===== src/rtl/iir_biquad.sv =====
// Direct-form-I biquad with one shared multiplier and a 6-edge sample cycle.
// Define IIR_BIQUAD_SAT_EN to clamp the result instead of wrapping it.
module iir_biquad #(
    parameter int DATA_W = 16,
    parameter int COEF_W = 16,
    parameter int FRAC   = 10,
    parameter int ACC_W  = DATA_W + COEF_W + 3
) (
    input  logic                     CLK,
    input  logic                     RST_N,
    input  logic                     in_valid,
    output logic                     in_ready,
    input  logic signed [DATA_W-1:0] in_data,
    output logic                     out_valid,
    output logic signed [DATA_W-1:0] out_data,
    input  logic                     coef_we,
    input  logic [2:0]               coef_addr,
    input  logic signed [COEF_W-1:0] coef_wdata
);
    localparam int PROD_W = DATA_W + COEF_W;
    localparam logic [COEF_W-1:0] B0_ONE = {{(COEF_W-1){1'b0}}, 1'b1} << FRAC;
    localparam logic [4:0][COEF_W-1:0] COEF_RST = {{(4*COEF_W){1'b0}}, B0_ONE};
    localparam logic signed [ACC_W-1:0] RND = {{(ACC_W-1){1'b0}}, 1'b1} << (FRAC-1);

    typedef enum logic [1:0] {IDLE, MAC, DONE} state_t;

    state_t state_q, state_d;
    logic [2:0] term_q, term_d;
    // coef_q is the host-visible bank; act_q is snapshotted at acceptance so
    // writes never disturb a sample already in flight.
    logic [4:0][COEF_W-1:0] coef_q, coef_d, act_q, act_d;
    logic signed [DATA_W-1:0] x0_q, x0_d, x1_q, x1_d, x2_q, x2_d;
    logic signed [DATA_W-1:0] y1_q, y1_d, y2_q, y2_d;
    logic signed [DATA_W-1:0] out_data_q, out_data_d;
    logic out_valid_q, out_valid_d;
    logic signed [ACC_W-1:0] acc_q, acc_d;

    logic signed [DATA_W-1:0] mul_a;
    logic signed [COEF_W-1:0] mul_b;
    logic signed [PROD_W-1:0] prod;
    logic signed [ACC_W-1:0]  prod_ext, shifted;
    logic signed [DATA_W-1:0] y_new;

    always_comb begin
        mul_a = '0;
        mul_b = '0;
        case (term_q)
            3'd0: begin mul_a = x0_q; mul_b = $signed(act_q[0]); end
            3'd1: begin mul_a = x1_q; mul_b = $signed(act_q[1]); end
            3'd2: begin mul_a = x2_q; mul_b = $signed(act_q[2]); end
            3'd3: begin mul_a = y1_q; mul_b = $signed(act_q[3]); end
            3'd4: begin mul_a = y2_q; mul_b = $signed(act_q[4]); end
            default: ;
        endcase
        prod     = PROD_W'(mul_a) * PROD_W'(mul_b);
        prod_ext = {{(ACC_W-PROD_W){prod[PROD_W-1]}}, prod};
        shifted  = (acc_q + RND) >>> FRAC;
`ifdef IIR_BIQUAD_SAT_EN
        if (shifted > $signed({{(ACC_W-DATA_W+1){1'b0}}, {(DATA_W-1){1'b1}}}))
            y_new = {1'b0, {(DATA_W-1){1'b1}}};
        else if (shifted < $signed({{(ACC_W-DATA_W+1){1'b1}}, {(DATA_W-1){1'b0}}}))
            y_new = {1'b1, {(DATA_W-1){1'b0}}};
        else
            y_new = shifted[DATA_W-1:0];
`else
        y_new = shifted[DATA_W-1:0];
`endif
    end

    always_comb begin
        state_d     = state_q;
        term_d      = term_q;
        coef_d      = coef_q;
        act_d       = act_q;
        x0_d        = x0_q;
        x1_d        = x1_q;
        x2_d        = x2_q;
        y1_d        = y1_q;
        y2_d        = y2_q;
        acc_d       = acc_q;
        out_data_d  = out_data_q;
        out_valid_d = 1'b0;
        case (state_q)
            IDLE: begin
                if (coef_we && coef_addr < 3'd5)
                    coef_d[coef_addr] = coef_wdata;
                if (in_valid) begin
                    x0_d    = in_data;
                    acc_d   = '0;
                    term_d  = '0;
                    act_d   = coef_q;
                    state_d = MAC;
                end
            end
            MAC: begin
                // Feedback terms (a1, a2) are subtracted.
                if (term_q >= 3'd3) acc_d = acc_q - prod_ext;
                else                acc_d = acc_q + prod_ext;
                term_d = term_q + 3'd1;
                if (term_q == 3'd4) state_d = DONE;
            end
            DONE: begin
                out_data_d  = y_new;
                out_valid_d = 1'b1;
                x2_d        = x1_q;
                x1_d        = x0_q;
                y2_d        = y1_q;
                y1_d        = y_new;
                state_d     = IDLE;
            end
            default: state_d = IDLE;
        endcase
    end

    always_ff @(posedge CLK or negedge RST_N) begin
        if (!RST_N) begin
            state_q     <= IDLE;
            term_q      <= '0;
            coef_q      <= COEF_RST;
            act_q       <= COEF_RST;
            x0_q        <= '0;
            x1_q        <= '0;
            x2_q        <= '0;
            y1_q        <= '0;
            y2_q        <= '0;
            acc_q       <= '0;
            out_data_q  <= '0;
            out_valid_q <= 1'b0;
        end else begin
            state_q     <= state_d;
            term_q      <= term_d;
            coef_q      <= coef_d;
            act_q       <= act_d;
            x0_q        <= x0_d;
            x1_q        <= x1_d;
            x2_q        <= x2_d;
            y1_q        <= y1_d;
            y2_q        <= y2_d;
            acc_q       <= acc_d;
            out_data_q  <= out_data_d;
            out_valid_q <= out_valid_d;
        end
    end

    assign in_ready  = (state_q == IDLE);
    assign out_valid = out_valid_q;
    assign out_data  = out_data_q;
endmodule


===== config.mk =====
export PLATFORM = sky130hd
export DESIGN_NAME = iir_biquad
export DESIGN_NICKNAME = d
export VERILOG_FILES = /design/src/rtl/iir_biquad.sv
export SDC_FILE = /design/constraint.sdc
export NUM_CORES = 1
export LEC_CHECK = 0
export BUFFER_PORTS_ARGS = -buffer_cell sky130_fd_sc_hd__buf_2
export CORE_AREA = 2 2 211 213
export DETAILED_ROUTE_END_ITERATION = 7
export DIE_AREA = 0 0 213 215
export GPL_TIMING_DRIVEN = 0
export PLACE_DENSITY = 0.77
export SYNTH_ARGS = -nofsm -noshare
export SYNTH_HDL_FRONTEND = slang
export SYNTH_SLANG_ARGS = --single-unit
export TNS_END_PERCENT = 5

===== constraint.sdc =====
create_clock -name CLK -period 19.5 [get_ports CLK]
set_input_delay 1.95 -clock CLK [delete_from_list [all_inputs] [get_ports CLK]]
set_output_delay 1.95 -clock CLK [all_outputs]
set_load 0.02 [all_outputs]

== Word-level counts from Yosys, hierarchy flattened ==
Cells that the tools add are included.

* Register bits after elaboration: 281
* Input bits: 39
* Output and inout bits: 18
* Logic and storage cells: 59

* $add $sub $neg: 4
* Multipliers: 1
* Magnitude comparators: 4
* Equal/unequal tests: 8
* Multiplexer cells: 14
* Reductions and logical operators: 9

{| class="wikitable"
|+ Operators with widths
! cell !! count
|-
| one-hot mux 16 bit (5 select lines) || 2
|-
| bitwise mux 80 bit || 1
|-
| 2-to-1 mux 35 bit || 2
|-
| one-hot mux 35 bit (2 select lines) || 1
|-
| demux 16 bit (select 3 bit) || 1
|-
| adder 35 x 32 -> 35 bit || 1
|-
| subtractor 35 x 32 -> 35 bit || 1
|-
| multiplier 16 x 16 -> 32 bit || 1
|-
| adder 26 x 11 -> 26 bit, second input constant || 1
|-
| 2-to-1 mux 16 bit || 1
|-
| AND reduction 2 bit || 4
|-
| equality test 3 x 2 -> 1 bit, second input constant || 2
|-
| one-hot mux 3 bit (2 select lines) || 1
|-
| < comparator 3 x 4 -> 1 bit, second input constant || 1
|-
| 2-to-1 mux 2 bit || 2
|-
| != test 2 bit, second input constant || 2
|-
| one-hot mux 2 bit (2 select lines) || 1
|-
| adder 3 x 1 -> 3 bit, second input constant || 1
|-
| equality test 3 x 1 -> 1 bit, second input constant || 1
|-
| equality test 3 bit, second input constant || 1
|-
| >= comparator 3 x 1 -> 1 bit, second input constant || 1
|-
| >= comparator 3 x 2 -> 1 bit, second input constant || 1
|-
| logical NOT 3 bit || 1
|-
| < comparator 3 bit, second input constant || 1
|-
| other kinds (7) || 8
|}

== Depth between registers and ports, before layout ==
Gate-level depths: netlist of run 1.

* Word-level depth: 6
* Depth in mapped cells: 48
* Depth with buffers taken out: 41

== Worst setup path after synthesis of run 1 ==
Ideal clock, no wire load.

* Path type: register to register
* From: register term_q[2]
* To: register acc_q[25]
* Setup time: 131 ps
* Arrival: 10,517 ps
* Required time: 19,369 ps
* Slack: 8,852 ps
* Stages on the path, launching flop included: 46
* Path buffers: 9
* Period minus slack after synthesis: 10,648 ps
* Cells stage by stage: dfrtp_1 -> buf_2 -> buf_2 -> buf_2 -> buf_1 -> clkbuf_1 -> inv_1 -> ha_1 -> clkbuf_1 -> clkbuf_1 -> clkbuf_1 -> a221oi_1 -> clkbuf_1 -> nor2_1 -> fa_1 -> inv_1 -> fa_1 -> fa_1 -> [10 not listed] -> o21a_1 -> nor2_1 -> xnor2_1 -> or4b_4 -> nor2_1 -> nor2_1 -> xor2_1 -> ha_1 -> a21o_1 -> a21oi_1 -> o21bai_1 -> a21o_1 -> a21oi_1 -> nand4_1 -> o211ai_1 -> xnor3_1 -> xnor2_1 -> o21ai_1

* Word-level cells in the longest chain between the ends: 6
* Elaborated cells on any way between the ends: 13

{| class="wikitable"
|+ RTL lines
! item !! RTL line !! source
|-
| from (decl) || 28 || <nowiki>logic [2:0] term_q, term_d;</nowiki>
|-
| from (signal assigned) || 131 || <nowiki>term_q <= term_d;</nowiki>
|-
| equality test 3 bit (tied with other cells) || 47 || <nowiki>case (term_q)</nowiki>
|-
| one-hot mux 16 bit (5 select lines) || 47 ||
|-
| multiplier 16 x 16 -> 32 bit || 55 || <nowiki>prod = PROD_W'(mul_a) * PROD_W'(mul_b);</nowiki>
|-
| adder 35 x 32 -> 35 bit / subtractor 35 x 32 -> 35 bit (equally long branches) || 98, 97 ||
|-
| 2-to-1 mux 35 bit (*) || 97 || <nowiki>if (term_q >= 3'd3) acc_d = acc_q - prod_ext;</nowiki>
|-
| one-hot mux 35 bit (2 select lines) (*) || 83 || <nowiki>case (state_q)</nowiki>
|-
| to (signal assigned) || 126 || <nowiki>acc_q <= '0;</nowiki>
|-
| to (signal assigned) || 139 || <nowiki>acc_q <= acc_d;</nowiki>
|-
| to (decl) || 36 || <nowiki>logic signed [ACC_W-1:0] acc_q, acc_d;</nowiki>
|}

Mark *: on every way between the ends. The rest lies on a longest branch, timed or not.
A chain may end at the register's enable or synchronous reset.

== Worst setup path in the final report of run 1 ==
Same ends and word-level chain as after synthesis.

==> results of run 1 <==
-- sequential cells by signal (all words and copies together), names as in the netlist --
name,cells
x1_q,16
coef_q,80
acc_q,26
out_valid,1
act_q,80
term_q,3
out_data,16
x0_q,16
y2_q,16
x2_q,16
state_q,2
-- placed cells by master (no fill, tap or decap), types with 6 or more instances in the layout --
cell / synthesis / final
sky130_fd_sc_hd__o211ai_1: 8 / 8
sky130_fd_sc_hd__o31ai_1: 13 / 13
sky130_fd_sc_hd__clkbuf_1: 86 / 93
sky130_fd_sc_hd__nand2_1: 592 / 592
sky130_fd_sc_hd__a32oi_1: 6 / 6
sky130_fd_sc_hd__a21oi_1: 41 / 41
sky130_fd_sc_hd__a22oi_1: 33 / 33
sky130_fd_sc_hd__fa_1: 210 / 210
sky130_fd_sc_hd__and3_1: 9 / 9
sky130_fd_sc_hd__o211a_1: 7 / 7
sky130_fd_sc_hd__and2_1: 10 / 10
sky130_fd_sc_hd__xor2_1: 32 / 32
sky130_fd_sc_hd__ha_1: 107 / 107
sky130_fd_sc_hd__a222oi_1: 15 / 15
sky130_fd_sc_hd__o21a_1: 28 / 28
sky130_fd_sc_hd__nand3b_1: 14 / 14
sky130_fd_sc_hd__nor3_1: 10 / 10
sky130_fd_sc_hd__nor2b_1: 12 / 12
sky130_fd_sc_hd__mux2_2: 80 / 80
sky130_fd_sc_hd__nor2_1: 177 / 177
sky130_fd_sc_hd__clkbuf_16: 0 / 26
sky130_fd_sc_hd__a21o_1: 15 / 15
sky130_fd_sc_hd__o21ai_1: 15 / 15
sky130_fd_sc_hd__and4_1: 10 / 10
sky130_fd_sc_hd__a211oi_1: 8 / 7
sky130_fd_sc_hd__o21ai_0: 59 / 59
sky130_fd_sc_hd__a31oi_1: 6 / 6
sky130_fd_sc_hd__nand2b_1: 18 / 18
sky130_fd_sc_hd__inv_1: 293 / 293
sky130_fd_sc_hd__nand4_1: 13 / 13
sky130_fd_sc_hd__dfrtp_1: 270 / 270
sky130_fd_sc_hd__buf_2: 8 / 63
sky130_fd_sc_hd__xnor2_1: 50 / 50
sky130_fd_sc_hd__buf_1: 8 / 8
sky130_fd_sc_hd__nand3_1: 51 / 51
-- layout make-up --
cell class	instances	area (sq um)
Buffer	103	404.1
Clock buffer	36	718.2
Clock inverter	11	108.9
Fill cell	3844	20120
Inverter	295	1107
Multi-Input combinational cell	1721	13280
Sequential cell	272	6809
Tap cell	592	740.7
Timing Repair Buffer	60	360.3
-- per-stage QoR --
stage               area (sq um)    util  std cells  hold WS (ns)
finish                     23530  0.5391       3090        0.4623
floorplan                  21590       -       2391        0.4322
CTS                        23520  0.5389       3089        0.4659
global route               23530  0.5391       3090        0.4826
global placement           22610  0.5180       3039        0.4416
detailed placement         22690  0.5200       3042        0.4490
-- metal layers --
layer,up-vias,track usage,share of wire
met4,0,0.1331,0.051
met5,-,0,0
li1,7871,-,-
met1,8907,0.3767,0.39
met2,880,0.4656,0.47
met3,165,0.03639,0.084
-- worst max-delay path: cells and delay by family (launching register included) --
family	cells	cell delay, ns
flip-flops	1	0.32
adder cells (fa/ha/maj)	9	4.07
AO/OA/AOI/OAI	8	2.21
buffers and inverters	14	3.73
AND/OR/NAND/NOR	11	2.15
XOR/XNOR	4	1.16
-- kinds of logic (layout without fill, tap and decap cells) --
kind of cell	after synthesis	count (layout)
flops	272	272
compound gates	301	301
buf+inv	398	505
simple gates	936	936
fa+ha+maj	317	317
mux	83	83
xor+xnor	84	84
-- path summary, 6_finish.rpt --
| path | endpoint | slack, ns |
|---|---|---|
| min in group asynchronous | acc_q[7] | 1.39 |
| worst min register to register | act_q[0] | 0.46 |
| worst max-delay path | acc_q[25] | 5.71 |
| max in group asynchronous | act_q[36] | 16.74 |
| worst max register to register | acc_q[25] | 5.71 |
| worst min-delay path | act_q[0] | 0.46 |
==> Flow_metrics.wiki, run 1 <==
{| class="wikitable"
! Metric !! Value
|-
| Number of buffers created by CTS || 26
|-
| Die area || 45800 sq um
|-
| Number of cells produced by synthesis || 2391
|-
| Fraction of layout instances using a drive strength above 1 || 0.08567
|-
| Maximum clock frequency || 72.53 MHz
|-
| Num rows || 77
|-
| Syn avg cell area || 9.029 sq um
|-
| Wirelength per Cell || 20.44 um
|-
| Cell count of the worst reg-to-reg path || 46
|-
| Die boundary width || 213 um
|-
| Number of global-route vias before repair || 18270
|-
| Syn nets || 2747
|-
| ANT nets after route || 0
|-
| Critical path origin || term_q[2]
|-
| Number of inserted diodes || 0
|-
| Clk Tree Root Cell || sky130_fd_sc_hd__clkbuf_16
|-
| Clock latency of the later-clocked register in the worst-skew pair || 0.56 ns
|-
| Total via count after detailed routing || 17820
|-
| Port Buffers || 56
|-
| Setup TNS Final || 0 ns
|-
| # resized after CTS || 0
|-
| Post-detailed-placement half-perimeter wirelength || 49.02 mm
|-
| Number of violations reported at the end of detailed-routing iteration 0 || 2116
|-
| Outcome || complete, no violations
|-
| Number of distinct library cell variants in the gate-level netlist after synthesis || 76
|-
| Count of H-tree levels built during CTS || 1
|-
| EDFF count, synth || 0
|-
| Highest-delay cell along the critical path || sky130_fd_sc_hd__a222oi_1
|-
| Compound-Gate Fraction of Synth Area || 0.09748
|-
| Final min period || 13.79 ns
|-
| Crit path max fanout || 10
|-
| Total count of max-transition violations in the final report || 0
|-
| Most used standard cell by instance count after synthesis || sky130_fd_sc_hd__nand2_1
|-
| Slew at the pin closest to its max-slew limit || 1.332 ns
|-
| Effective utilization at floorplan || 0.4947
|-
| Number of buffers inserted by hold repair at cts || 0
|-
| Detailed Routing Iterations Pass 1 || 7
|-
| Fraction of synthesized area in multiplexers || 0.04312
|-
| Crit end category || flop
|-
| Most used cell, CP || sky130_fd_sc_hd__fa_1
|-
| Class of the most critical hold timing path || flop to flop
|-
| Synth Area in Adders || 0.2568
|-
| CTS tree || yes
|-
| Required time at the endpoint of the critical path || 19.91 ns
|-
| Buffer depth of the longest clock path || 3
|-
| Count of endpoints failing hold in the final timing report || 0
|-
| Worst hold stages || 2
|-
| Post-Synth Simple-Gate Area || 0.1822
|-
| CTS sink cnt || 272
|-
| Synth top area cells || sky130_fd_sc_hd__dfrtp_1, sky130_fd_sc_hd__fa_1, sky130_fd_sc_hd__nand2_1
|-
| Share of Yosys cell area claimed by the top area cell type || 0.3130
|-
| Share of the clock period used by the worst path || 0.7070
|-
| Worst EP arrival || 14.20 ns
|-
| Clock input transition at the sequential cells of the worst setup and hold paths || 0.07 ns
|-
| Post-synth top cells || sky130_fd_sc_hd__nand2_1, sky130_fd_sc_hd__inv_1, sky130_fd_sc_hd__dfrtp_1
|-
| Synth async-reset ratio || 1.000
|-
| Count of final setup violators || 0
|-
| Final weighted congestion in routability-driven placement || 0.9797
|-
| First-pass GRT wire length || 100.3 mm
|-
| Layout Area Growth over Synthesis || 8.984%
|-
| Most area-hungry cell type in the Yosys netlist || sky130_fd_sc_hd__dfrtp_1
|-
| Core footprint || 43640 sq um
|-
| XOR/XNOR share of the synthesized area || 0.03506
|-
| Global-route total usage across every layer || 0.2847
|-
| Crit Reg-Reg Startpoint || term_q[2]
|-
| Count of unresolved DRC violations after routing || 0
|-
| Final setup skew || 0.01419 ns
|-
| Via density || 5.768
|-
| Setup repair after global routing missed its margin || no
|-
| Largest net degree at the start of global routing || 114
|-
| Sequential area share after synthesis || 0.3154
|-
| Count of boundary I/O pins || 57
|-
| Delay contributed by the slowest stage of the critical path || 0.93 ns
|-
| Final worst setup slack || 5.713 ns
|-
| HP Start || coef_q[0]
|-
| Die boundary height || 215 um
|-
| Largest family of logic cells by synthesized area || adder cells
|-
| Flip-flop and latch count after synthesis || 272
|-
| Initial antenna violation count || 1
|-
| Cell Area, Synth || 21590 sq um
|-
| Kind of critical path || flop to flop
|-
| Setup Fix Bufs, Post-CTS || 0
|-
| Max-capacitance violation count || 0
|-
| Element type at the critical path start || flop
|-
| Worst slew margin relative to its limit || 0.1026
|-
| Final wirelength || 63.15 mm
|-
| Global-route congestion overflow total || 0
|-
| Nets@finish || 2835
|-
| Synth Flop Type || sky130_fd_sc_hd__dfrtp_1
|-
| Yosys Warn Count || 0
|-
| DP Worst Slack || 5.827 ns
|}
Power of run 1 is not shown: default switching activity piles up to over one toggle a cycle in this logic, so the estimate is an artifact.
==> run 2, diff against run 1 <==
Settings changed: PLACE_DENSITY 0.77 to 0.79.
Clock period 19.5 ns to 11.4 ns, I/O delays scaled along.
==> Flow_metrics.wiki, run 2 (same netlist as run 1, synthesis figures left out) <==
{| class="wikitable"
! Metric !! Value
|-
| Outcome || complete, no violations
|-
| Number of inserted diodes || 0
|-
| Final worst setup slack || 0.4299 ns
|-
| Number of global-route vias before repair || 18530
|-
| CTS tree || yes
|-
| Max-capacitance violation count || 0
|-
| Crit end category || flop
|-
| Element type at the critical path start || flop
|-
| Global-route layer with the greatest usage || met2
|-
| Via density || 5.836
|-
| Detailed Routing Iterations Pass 1 || 7
|-
| Die boundary width || 213 um
|-
| Count of endpoints failing hold in the final timing report || 0
|-
| Num rows || 77
|-
| Worst slew margin relative to its limit || 0.3383
|-
| Final min period || 10.97 ns
|-
| Leading cell types in the layout, fill and taps excluded || sky130_fd_sc_hd__nand2_1, sky130_fd_sc_hd__inv_1, sky130_fd_sc_hd__dfrtp_1, sky130_fd_sc_hd__fa_1, sky130_fd_sc_hd__nor2_1
|-
| DP Worst Slack || -2.453 ns
|-
| Maximum clock frequency || 91.16 MHz
|-
| Most used cell, CP || sky130_fd_sc_hd__fa_1
|-
| Total via count after detailed routing || 17990
|-
| Final setup skew || 0.01499 ns
|-
| Slew at the pin closest to its max-slew limit || 0.9822 ns
|-
| Count of H-tree levels built during CTS || 1
|-
| Final weighted congestion in routability-driven placement || 0.9595
|-
| First-pass GRT wire length || 100.0 mm
|-
| Kind of critical path || flop to flop
|-
| GR Layer Usage met3 || 0.04033
|-
| Crit path max fanout || 19
|-
| Fraction of layout instances using a drive strength above 1 || 0.1096
|-
| Most common cell after layout, fill and taps aside || sky130_fd_sc_hd__nand2_1
|-
| Core footprint || 43640 sq um
|-
| Initial antenna violation count || 0
|-
| Met1 routing resource usage after global routing || 0.3629
|-
| Nets@finish || 2830
|-
| Crit Reg-Reg Startpoint || term_q[2]
|-
| Clk Tree Root Cell || sky130_fd_sc_hd__clkbuf_16
|-
| Effective utilization at floorplan || 0.4947
|-
| CTS sink cnt || 272
|-
| Count of unresolved DRC violations after routing || 0
|-
| Number of violations reported at the end of detailed-routing iteration 0 || 1963
|-
| Clock input transition at the sequential cells of the worst setup and hold paths || 0.07 ns
|-
| Port Buffers || 56
|-
| Number of buffers created by CTS || 25
|-
| Critical path origin || term_q[2]
|-
| Global-route congestion overflow total || 0
|-
| Count of final setup violators || 0
|-
| Biggest registers after layout || act_q: 80 flops, coef_q: 80 flops, acc_q: 26 flops
|-
| Clock latency of the later-clocked register in the worst-skew pair || 0.54 ns
|-
| Delay contributed by the slowest stage of the critical path || 0.57 ns
|-
| Total count of max-transition violations in the final report || 0
|-
| Number of buffers inserted by hold repair at cts || 0
|-
| Global-route track usage on met2 || 0.4621
|-
| Share of the clock period used by the worst path || 0.9623
|-
| Die boundary height || 215 um
|-
| Wirelength per Cell || 20.56 um
|-
| Required time at the endpoint of the critical path || 11.80 ns
|-
| Layout Area Growth over Synthesis || 10.06%
|-
| Final wirelength || 63.38 mm
|-
| Count of boundary I/O pins || 57
|-
| Highest-delay cell along the critical path || sky130_fd_sc_hd__fa_1
|-
| HP Start || coef_q[67]
|-
| Largest net degree at the start of global routing || 119
|-
| Worst EP arrival || 11.37 ns
|-
| Buffer depth of the longest clock path || 3
|-
| Die area || 45800 sq um
|-
| Class of the most critical hold timing path || flop to flop
|-
| Post-detailed-placement half-perimeter wirelength || 48.91 mm
|-
| Global-route total usage across every layer || 0.2822
|-
| ANT nets after route || 0
|}
-- run 2: changes by cell type in the layout (fill, tap and decap cells not counted), sizes merged --
cell	before	now
inv	297	295
bufinv	1	2
buf	76	81
clkbuf	123	111
clkinvlp	1	3
clkinv	7	6
-- run 2: critical path, delay by kind of cell, from the launching register on --
family	cells	cell delay, ns
flops	1	0.33
buf+inv	12	1.80
compound gates	12	2.49
xor+xnor	3	0.71
simple gates	8	1.41
fa+ha+maj	9	4.06
-- run 2: path summary, 6_finish.rpt --
kind | to | cells after the start | slack [ns]
max | acc_q[25] | 44 | 0.43
min | act_q[67] | 2 | 0.46
max reg2reg | acc_q[25] | 44 | 0.43
min reg2reg | act_q[67] | 2 | 0.46
max in group asynchronous | act_q[47] | 3 | 9.51
min in group asynchronous | acc_q[1] | 1 | 0.50
-- run 2: layout make-up --
class,count,area [sq um]
Tap cell,592,740.7
Multi-Input combinational cell,1721,13420
Clock buffer,33,715.7
Fill cell,3793,19880
Clock inverter,11,116.4
Sequential cell,272,6809
Timing Repair Buffer,65,397.9
Inverter,295,1107
Buffer,94,450.4
-- run 2: what timing repair did --
action | 4_1_cts | 5_1_grt
endpoints found under the setup margin | 13 | 4
resized for setup | 45 | 37
setup buffers | 4 | 2
pin swaps | 4 | 7
-- run 2: stage by stage --
stage	cells	setup TNS, ns	hold slack [ns]	cell area (sq um)	util
6_report	3083	0	0.4612	23760	0.5444
5_1_grt	3083	-0.009830	0.4855	23760	0.5444
4_1_cts	3083	0	0.4633	23660	0.5420
3_5_place_dp	3042	-15.87	0.4522	22690	0.5200
3_3_place_gp	3039	-17.02	0.4419	22610	0.5180
2_1_floorplan	2391	0	0.4322	21590	-
-- run 2: per-layer routing --
metal / routed length, um / part of all wire
met3: 5558 / 0.088
met1: 24390 / 0.38
met5: 0 / 0
met2: 29900 / 0.47
met4: 3528 / 0.056
Power of run 2 is left out for the same reason.
